--- src/rtl/fix_ts_arbiter_if.sv ---
// Bundle of the timestamp generator, clock-set and encoder stream signals
// shared between the arbiter (master) and its surroundings (slave).
interface fix_ts_arbiter_if #(parameter int NUM_REQ = 4);
  logic [67:0]        ts_digits;
  logic               ts_settled;
  logic               ts_wren;
  logic [67:0]        ts_wdata;
  logic               set_req;
  logic [67:0]        set_digits;
  logic               set_ack;
  logic [NUM_REQ-1:0] req;
  logic [NUM_REQ-1:0] gnt;
  logic [7:0]         out_data;
  logic               out_valid;
  logic               out_ready;
  logic               out_last;
  logic [2:0]         out_owner;

  // Stream handshake: a byte transfers on a rising edge where out_valid and
  // out_ready are both high; while out_valid=1 and out_ready=0 the byte,
  // out_last and out_owner hold, and out_valid only drops after its transfer.
  modport master (
    input  ts_digits, ts_settled, set_req, set_digits, req, out_ready,
    output ts_wren, ts_wdata, set_ack, gnt, out_data, out_valid, out_last, out_owner
  );

  modport slave (
    output ts_digits, ts_settled, set_req, set_digits, req, out_ready,
    input  ts_wren, ts_wdata, set_ack, gnt, out_data, out_valid, out_last, out_owner
  );
endinterface

--- src/rtl/fix_ts_arbiter.sv ---
// Arbitrates the FIX timestamp generator between clock-set writes and
// round-robin encoder requests; streams a 21-char ASCII snapshot per grant.
module fix_ts_arbiter #(
  parameter int NUM_REQ = 4
) (
  input  logic             clk,
  input  logic             rst,
  fix_ts_arbiter_if.master bus,
  output logic [1:0]       o_state,
  output logic [2:0]       o_rr_ptr
);

  typedef enum logic [1:0] {IDLE = 2'd0, SET = 2'd1, STREAM = 2'd2} state_t;

  state_t             r_state, w_state_nxt;
  logic [67:0]        r_snap, w_snap;
  logic [4:0]         r_idx, w_idx;
  logic [NUM_REQ-1:0] r_gnt, w_gnt;
  logic [2:0]         r_owner, w_owner;
  logic [2:0]         r_rr_ptr, w_rr_ptr;
  logic [7:0]         r_data, w_data;
  logic               r_valid, w_valid;
  logic               r_last, w_last;
  logic               r_wren, w_wren;
  logic [67:0]        r_wdata, w_wdata;
  logic               r_ack, w_ack;
  logic               w_found;
  logic [2:0]         w_win;

  // Character position -> byte: separators at 8/11/14/17, digits otherwise,
  // most significant digit first; non-BCD digits become '?'.
  function automatic logic [7:0] char_at(input logic [67:0] d, input logic [4:0] pos);
    int         w;
    logic [3:0] v;
    logic [7:0] c;
    w = int'(pos) - int'(pos > 5'd8) - int'(pos > 5'd11) - int'(pos > 5'd14) - int'(pos > 5'd17);
    v = d[4*(16-w) +: 4];
    c = (v > 4'd9) ? 8'h3F : {4'h3, v};
    case (pos)
      5'd8:         c = 8'h2D;
      5'd11, 5'd14: c = 8'h3A;
      5'd17:        c = 8'h2E;
      default:      ;
    endcase
    return c;
  endfunction

  always_comb begin
    w_found = 1'b0;
    w_win   = 3'd0;
    for (int i = 0; i < NUM_REQ; i++) begin
      if (!w_found && bus.req[(int'(r_rr_ptr) + i) % NUM_REQ]) begin
        w_found = 1'b1;
        w_win   = 3'((int'(r_rr_ptr) + i) % NUM_REQ);
      end
    end
  end

  always_comb begin
    w_state_nxt = r_state;
    w_snap      = r_snap;
    w_idx       = r_idx;
    w_gnt       = r_gnt;
    w_owner     = r_owner;
    w_rr_ptr    = r_rr_ptr;
    w_data      = r_data;
    w_valid     = r_valid;
    w_last      = r_last;
    w_wdata     = r_wdata;
    w_wren      = 1'b0;
    w_ack       = 1'b0;
    case (r_state)
      IDLE: begin
        if (bus.set_req) begin
          w_state_nxt = SET;
          w_wren      = 1'b1;
          w_ack       = 1'b1;
          w_wdata     = bus.set_digits;
        end else if (bus.ts_settled && w_found) begin
          w_state_nxt = STREAM;
          w_snap      = bus.ts_digits;
          w_gnt       = {{(NUM_REQ-1){1'b0}}, 1'b1} << w_win;
          w_owner     = w_win;
          w_idx       = 5'd0;
          w_valid     = 1'b1;
          w_last      = 1'b0;
          w_data      = char_at(bus.ts_digits, 5'd0);
          w_rr_ptr    = (w_win == 3'(NUM_REQ-1)) ? 3'd0 : w_win + 3'd1;
        end
      end
      SET: w_state_nxt = IDLE;
      STREAM: begin
        if (bus.out_ready) begin
          if (r_idx == 5'd20) begin
            w_state_nxt = IDLE;
            w_gnt       = '0;
            w_valid     = 1'b0;
            w_last      = 1'b0;
            w_data      = 8'h00;
          end else begin
            w_idx  = r_idx + 5'd1;
            w_data = char_at(r_snap, r_idx + 5'd1);
            w_last = (r_idx == 5'd19);
          end
        end
      end
      default: w_state_nxt = IDLE;
    endcase
  end

  always_ff @(posedge clk) begin
    if (rst) begin
      r_state  <= IDLE;
      r_snap   <= '0;
      r_idx    <= '0;
      r_gnt    <= '0;
      r_owner  <= '0;
      r_rr_ptr <= '0;
      r_data   <= '0;
      r_valid  <= 1'b0;
      r_last   <= 1'b0;
      r_wren   <= 1'b0;
      r_wdata  <= '0;
      r_ack    <= 1'b0;
    end else begin
      r_state  <= w_state_nxt;
      r_snap   <= w_snap;
      r_idx    <= w_idx;
      r_gnt    <= w_gnt;
      r_owner  <= w_owner;
      r_rr_ptr <= w_rr_ptr;
      r_data   <= w_data;
      r_valid  <= w_valid;
      r_last   <= w_last;
      r_wren   <= w_wren;
      r_wdata  <= w_wdata;
      r_ack    <= w_ack;
    end
  end

  assign bus.ts_wren   = r_wren;
  assign bus.ts_wdata  = r_wdata;
  assign bus.set_ack   = r_ack;
  assign bus.gnt       = r_gnt;
  assign bus.out_data  = r_data;
  assign bus.out_valid = r_valid;
  assign bus.out_last  = r_last;
  assign bus.out_owner = r_owner;
  assign o_state       = r_state;
  assign o_rr_ptr      = r_rr_ptr;

endmodule

--- src/flat_wrapper.sv ---
// flat-port wrapper written by rule: the top's interface ports become plain ports
module fix_ts_arbiter_flat 
#(
  parameter int NUM_REQ = 4
)
  (clk, rst, o_state, o_rr_ptr, bus_ts_digits, bus_ts_settled, bus_set_req, bus_set_digits, bus_req, bus_out_ready, bus_ts_wren, bus_ts_wdata, bus_set_ack, bus_gnt, bus_out_data, bus_out_valid, bus_out_last, bus_out_owner);
  fix_ts_arbiter_if #(.NUM_REQ(NUM_REQ)) bus_i ();
  input  logic clk;
  input  logic rst;
  output logic [1:0] o_state;
  output logic [2:0] o_rr_ptr;
  input wire logic [$bits(bus_i.ts_digits)-1:0] bus_ts_digits;
  input wire logic [$bits(bus_i.ts_settled)-1:0] bus_ts_settled;
  input wire logic [$bits(bus_i.set_req)-1:0] bus_set_req;
  input wire logic [$bits(bus_i.set_digits)-1:0] bus_set_digits;
  input wire logic [$bits(bus_i.req)-1:0] bus_req;
  input wire logic [$bits(bus_i.out_ready)-1:0] bus_out_ready;
  output wire logic [$bits(bus_i.ts_wren)-1:0] bus_ts_wren;
  output wire logic [$bits(bus_i.ts_wdata)-1:0] bus_ts_wdata;
  output wire logic [$bits(bus_i.set_ack)-1:0] bus_set_ack;
  output wire logic [$bits(bus_i.gnt)-1:0] bus_gnt;
  output wire logic [$bits(bus_i.out_data)-1:0] bus_out_data;
  output wire logic [$bits(bus_i.out_valid)-1:0] bus_out_valid;
  output wire logic [$bits(bus_i.out_last)-1:0] bus_out_last;
  output wire logic [$bits(bus_i.out_owner)-1:0] bus_out_owner;
  assign bus_i.ts_digits = bus_ts_digits;
  assign bus_i.ts_settled = bus_ts_settled;
  assign bus_i.set_req = bus_set_req;
  assign bus_i.set_digits = bus_set_digits;
  assign bus_i.req = bus_req;
  assign bus_i.out_ready = bus_out_ready;
  assign bus_ts_wren = bus_i.ts_wren;
  assign bus_ts_wdata = bus_i.ts_wdata;
  assign bus_set_ack = bus_i.set_ack;
  assign bus_gnt = bus_i.gnt;
  assign bus_out_data = bus_i.out_data;
  assign bus_out_valid = bus_i.out_valid;
  assign bus_out_last = bus_i.out_last;
  assign bus_out_owner = bus_i.out_owner;
  fix_ts_arbiter #(.NUM_REQ(NUM_REQ)) u_core (.clk(clk), .rst(rst), .bus(bus_i), .o_state(o_state), .o_rr_ptr(o_rr_ptr));
endmodule
--- config.mk ---
export PLATFORM = sky130hd
export DESIGN_NAME = fix_ts_arbiter_flat
export DESIGN_NICKNAME = d
export VERILOG_FILES = /design/src/rtl/fix_ts_arbiter_if.sv /design/src/rtl/fix_ts_arbiter.sv /design/src/flat_wrapper.sv
export SDC_FILE = /design/constraint.sdc
export NUM_CORES = 1
export LEC_CHECK = 0
export ABC_AREA = 1
export CAP_MARGIN = 10
export CORE_UTILIZATION = 57
export DETAILED_ROUTE_END_ITERATION = 6
export DONT_BUFFER_PORTS = 1
export PLACE_DENSITY = 0.75
export SLEW_MARGIN = 5
export SYNTH_ARGS = -nofsm -noshare
export SYNTH_HDL_FRONTEND = slang
export SYNTH_SLANG_ARGS = --single-unit
--- constraint.sdc ---
create_clock -name clk -period 4.1 [get_ports clk]
set_input_delay 0.82 -clock clk [delete_from_list [all_inputs] [get_ports clk]]
set_output_delay 0.82 -clock clk [all_outputs]
set_load 0.01 [all_outputs]
Word-level counts from Yosys, hierarchy flattened
Cells that the tools add are included.
{ "word_totals": {"reg_bits": 164, "in_bits": 145, "out_inout_bits": 92, "wordCells": 126} }
{ "classes": {"n_addsub": 10, "order_cmp": 10, "n_eq_ne": 14, "shift": 2, "muxes": 54, "bitwise_logic": 5, "n_reduce_logical": 20} }
{ "op_table": {"columns": ["cell", "n"], "rows": [
  ["subtractor 30 x 2 -> 30 bit", 3],
  ["variable part select 68 x 32 -> 4 bit", 1],
  ["two-way mux 8 bit", 4],
  ["subtractor 6 x 30 -> 30 bit, first input constant", 1],
  ["two-way mux 4 bit", 6],
  ["one-hot mux 8 bit (3 select lines)", 1],
  ["two-way mux 1 bit", 20],
  ["two-way mux 5 bit", 4],
  ["one-hot mux 8 bit (2 select lines)", 1],
  ["== test 5 x 4 -> 1 bit, second input constant", 3],
  ["== test 5 bit, second input constant", 3],
  ["greater-than comparator 5 x 4 -> 1 bit, second input constant", 3],
  ["less-than comparator 3 x 4 -> 1 bit, second input constant", 3],
  ["two-way mux 3 bit", 4],
  ["two-way mux 2 bit", 5],
  ["one-hot mux 5 bit (2 select lines)", 1],
  ["AND reduction 5 bit", 2],
  ["OR reduction 2 bit", 5],
  ["binary-select mux 1 bit (select 2 bit)", 4],
  ["greater-than comparator 4 bit, second input constant", 2],
  ["one-hot mux 4 bit (2 select lines)", 1],
  ["!= test 2 bit, second input constant", 3],
  ["AND reduction 3 bit", 2],
  ["subtractor 5 x 1 -> 6 bit", 1],
  ["other kinds (21)", 32]
]} }

Depth between registers and ports, before layout
{ "logic_depth": {"word_depth": 18, "mapped_depth": 32, "mapped_depth_nobuf": 31} }

Worst setup path before layout
OpenSTA, ideal clock, no wires.
{ "synth_timing": {"kind": "register -> register", "from": "register u_core.r_idx[0]", "to": "register u_core.r_data[0], in the netlist u_core.bus.out_data[0]", "setup_ps": 70, "arrival_time_ps": 4324, "required_ps": 4030, "path_slack_ps": -294, "path_stages_with_launch": 31, "n_path_buf": 2, "synth_period_minus_slack_ps": 4394, "path_cell_list": "dfxtp_1 > inv_1 > ha_1 > inv_1 > nand3_1 > nor2_1 > o21ai_0 > ha_1 > inv_1 > ha_1 > inv_1 > fa_1 > inv_1 > fa_1 > buf_2 > inv_1 > clkbuf_1 > a21oi_1 > o21ai_0 > nand2_1 > o21ai_0 > inv_1 > nand3_1 > nand2_1 > nor2_1 > nand2_1 > nand2_1 > nand2_1 > nand2_1 > nand2_1 > a21oi_1"} }
{ "synth_between": {"elab_chain_cells": 14, "elab_cells_between_ends": 23, "classes_between": "add/sub: 6; order compare: 5; eq/ne: 5; shift: 1; mux: 5; reduce/logical: 1"} }
{ "synth_rtl": {"columns": ["item", "line_no", "source"], "rows": [
  ["from (decl)", "fix_ts_arbiter.sv:17", "logic [4:0] r_idx, w_idx;"],
  ["from (signal assigned)", "fix_ts_arbiter.sv:128", "r_idx <= w_idx;"],
  ["adder 5 x 1 -> 5 bit", "fix_ts_arbiter.sv:102", "w_data = char_at(r_snap, r_idx + 5'd1);"],
  ["greater-than comparator 5 x 4 -> 1 bit", "fix_ts_arbiter.sv:36", "w = int'(pos) - int'(pos > 5'd8) - int'(pos > 5'd11) - int'(pos > 5'd14) - int'(pos > 5'd17);"],
  ["subtractor 5 x 1 -> 6 bit", "fix_ts_arbiter.sv:36", null],
  ["subtractor 30 x 2 -> 30 bit (3 in a row)", "fix_ts_arbiter.sv:36", null],
  ["subtractor 6 x 30 -> 30 bit", "fix_ts_arbiter.sv:37", "v = d[4*(16-w) +: 4];"],
  ["variable part select 68 x 32 -> 4 bit", "fix_ts_arbiter.sv:37", null],
  ["greater-than comparator 4 bit", "fix_ts_arbiter.sv:38", "c = (v > 4'd9) ? 8'h3F : {4'h3, v};"],
  ["two-way mux 4 bit", "fix_ts_arbiter.sv:38", null],
  ["one-hot mux 8 bit (3 select lines)", "fix_ts_arbiter.sv:39", "case (pos)"],
  ["two-way mux 8 bit (*)", "fix_ts_arbiter.sv:94", "if (r_idx == 5'd20) begin"],
  ["two-way mux 8 bit (*)", "fix_ts_arbiter.sv:93", "if (bus.out_ready) begin"],
  ["one-hot mux 8 bit (2 select lines) (*)", "fix_ts_arbiter.sv:72", "case (r_state)"],
  ["to (signal assigned)", "fix_ts_arbiter.sv:132", "r_data <= w_data;"],
  ["to (decl)", "fix_ts_arbiter.sv:21", "logic [7:0] r_data, w_data;"]
]} }
Mark *: on every way between the ends. The rest lies on a longest branch, timed or not. The select of a mux whose other input is x is not followed.
A chain may end at the register's enable or synchronous reset.

Final worst setup path
{ "layout_timing": {"from": "register u_core.r_idx[0]", "to": "register u_core.r_data[1], in the netlist u_core.bus.out_data[1]"} }
The elaborated chain is that of the path after synthesis.

==> metrics.csv <==
stage;metric;value;unit
layout;area growth from synthesis to layout;12.6;%
setup_path;Data required, critical path;4.45;ns
routing;DR pass1 iterations;5;
routing;Vias;6527;
timing;Max Slew Vio Count;0;
die;Initial Util;0.592;
setup_path;reg2reg end;u_core.bus.out_data[1];
placed_design;Placement Setup Slack;-0.0230;ns
logic_synthesis;flop and latch count out of synthesis;160;
setup_path;CP Buf/Inv Count;8;
layout;combined area of the multi-input logic cells;3470;sq um
worst_hold_path;WHS Path Cells;2;
logic_synthesis;Ys Warns;0;
setup_path;max incr delay on CP;0.53;ns
layout;sequential cell area;3210;sq um
setup_path;Worst Path Arrival;4.46;ns
logic_synthesis;Cells after Synth;1030;
worst_hold_path;HP Start;u_core.r_snap[47];
timing;post-route clock period utilization;1.00;
die;Core Footprint;12200;sq um
setup_path;Crit. End Element;flop;
cts;CTS tree;done;
die;ports placed on the boundary;237;
placed_design;Post-Place Cells;1158;
pwr;Final Power;5440;uW
timing;Clock Skew;0.00955;ns
logic_synthesis;ys async rst share;0;
die;Die X;115;microns
cts;CTS buffer count;17;
setup_path;worst r2r src;u_core.r_idx[0];
die;DIE HEIGHT;115;microns
global_routing;GRT Total Usage;0.284;
timing;relative max-transition margin;0.300;
global_routing;vias in the first global route;5911;
setup_path;FF-to-FF setup slack;-0.005;ns
placed_design;GP Congestion;0.913;
routing;DR WL/cell;15.5;microns
pwr;Leak;0.00344;uW
logic_synthesis;syn avg cell area;7.02;sq um
outcome;failing checks;setup timing;
routing;DRC Markers;0;
setup_path;cell mode on critical path;nand2_1;
global_routing;initial antenna violation count;1;
worst_hold_path;Hold EP;u_core.r_snap[47];
logic_synthesis;Synth Flop Type;dfxtp_1;
die;row cnt;40;
placed_design;hpwl dp;12800;microns
layout;fraction of layout cells with a size suffix above 1;0.111;
logic_synthesis;proportion of synthesized chip area in sequential cells;0.443;
global_routing;total grt overflow;0;
routing;Vias/cell;5.43;
timing;final hold viol count;0;
timing;endpoints failing setup;1;
cts;Clock Pin Slew Worst Setup and Hold Paths;0.06;ns
routing;initial DRC count;399;
timing;fmax;244;MHz
cts;clk sinks;160;
cts;H-tree depth;4;
routing;Post-DRT Antenna Nets;0;
worst_hold_path;Hold Crit Class;reg -> reg;
global_routing;first-pass GRT wire length;29000;microns
pwr;VDD IR max;377;uV
timing;slew of the pin with the lowest slew margin;1.05;ns
cts;worst-case clock buffer depth;2;
timing;final hold slack;0.458;ns
timing;minimum clock period;4.11;ns
flow_run;max-cap check violation count;0;
layout;fillers;1101;
placed_design;Buffers on Ports;0;
timing;RSZ-0062 raised after global routing;yes;
setup_path;CP Launch Type;flop;
cts;clock latency on the worst-skew pair;0.43;ns
cts;clk root buf;clkbuf_16;
outcome;status;finished, violations left;
layout;post-layout util;0.667;
setup_path;CP max stage cell;fa_2;
die;full die area;13100;sq um
logic_synthesis;Mapped Area;7230;sq um
routing;Routed WL;18600;microns
timing;slack of the critical path;-0.00529;ns
setup_path;reg2reg path depth;30;
logic_synthesis;Yosys cell types;36;
setup_path;CP Max Fanout;9;
cts;cts hold-fix bufs;0;
layout;final instance count without filler cells;1201;
setup_path;CP Class;reg -> reg;
global_routing;largest net degree at the start of global routing;104;
pwr;PD cells;668;nW/um^2
logic_synthesis;Post-synth EDFFs;0;
layout;Nets;1180;
setup_path;Largest delay share family, worst path;adder cells;
==> kinds of logic (layout without fill, tap and decap cells) <==
kind of cell / after synthesis / in the layout / share of synthesized area
and+or+nand+nor: 416 / 416 / 0.233
buffers and inverters: 154 / 153 / 0.0924
other: 1 / 5 / 0.000519
AOI/OAI and AO/OA: 282 / 282 / 0.200
xor gates and xnor gates: 1 / 1 / 0.00121
DFF: 160 / 160 / 0.443
adders and majority gates: 16 / 16 / 0.0298
==> worst min-delay path: cells and delay by family, from the launching register on <==
family	cells	cell delay (ns)
buffers and inverters	1	0.06
AO/OA/AOI/OAI	1	0.05
flip-flops	1	0.30
==> what timing repair did <==
| action | 4_1_cts | 5_1_grt |
|---|---|---|
| cloned | 1 | 1 |
| setup buffers | 4 | 4 |
| pin swaps | 3 | 16 |
| resized for setup | 11 | 24 |
| setup endpoints to repair | 3 | 4 |
==> metal layers <==
metal	vias to the layer above	track usage	share of wire
met1	2949	0.338	0.40
met4	0	0.113	0.023
li1	3301	-	-
met2	239	0.482	0.49
met3	38	0.0842	0.080
met5	-	0	0
==> power by group <==
part | switching (uW) | internal (uW) | total, uW
Sequential | 285 | 1890 | 2180
Combinational | 1090 | 648 | 1740
Clock | 661 | 861 | 1520
==> Yosys cell counts (all sizes together), types with 4 or more instances <==
master    n  area, sq um
nand4     6         37.5
nor2    174          663
ha       14          175
dfxtp   160         3200
buf      25          184
a22oi     4         30.0
o211ai    4         30.0
o21ai   153          769
clkbuf   39          146
a21oi   116          581
nand2   198          773
inv      88          330
nand3    34          180
==> stage by stage <==
step	area (sq um)	TNS, ns
4_1_cts	8000	0
3_3_place_gp	7310	0
6_report	8140	-0.00529
2_1_floorplan	7260	0
5_1_grt	8140	-0.722
3_5_place_dp	7310	-0.0230
==> layout make-up <==
cell class | instances | area share
flip-flops and latches | 160 | 0.394
well taps | 168 | 0.0258
multi-input cells | 719 | 0.427
repair buffers | 31 | 0.0403
clock buffers | 19 | 0.0544
inverters | 90 | 0.0424
clock inverters | 13 | 0.0157
diodes | 1 | 0.000307
==> layout by cell type (no fill, tap or decap), drive strengths merged, types with 3 or more instances in the layout <==
| master | netlist | routed |
|---|---|---|
| o211ai | 4 | 4 |
| nor2 | 174 | 174 |
| dfxtp | 160 | 160 |
| nand2 | 198 | 198 |
| inv | 88 | 94 |
| clkinv | 2 | 5 |
| clkbuf | 39 | 20 |
| nand3 | 34 | 34 |
| o21ai | 153 | 153 |
| conb | 1 | 4 |
| nand4 | 6 | 6 |
| ha | 14 | 14 |
| buf | 25 | 30 |
| a22oi | 4 | 4 |
| clkinvlp | 0 | 3 |
| a21oi | 116 | 116 |
==> registers in the layout, summed over array words and instances, names as in the netlist <==
signal and count:
u_core.bus.out_data 6, u_core.r_idx 5, u_core.bus.gnt 4, u_core.r_snap 68
u_core.bus.ts_wdata 68, u_core.bus.out_last 1, u_core.bus.out_owner 2, u_core.bus.set_ack 1
u_core.o_state 2, u_core.bus.out_valid 1, u_core.o_rr_ptr 2
==> worst max path at each step <==
stage,cells past startpoint,endpoint,from
2_1_floorplan,30,u_core.bus.out_data[0],u_core.r_idx[0]
3_3_place_gp,30,u_core.bus.out_data[0],u_core.r_idx[0]
3_5_place_dp,30,u_core.bus.out_data[0],u_core.r_idx[0]
4_1_cts,30,u_core.bus.out_data[0],u_core.r_idx[0]
5_1_grt,31,u_core.bus.out_data[0],u_core.r_idx[0]
6_report,30,u_core.bus.out_data[1],u_core.r_idx[0]
Power figures use the tool's default switching activity.
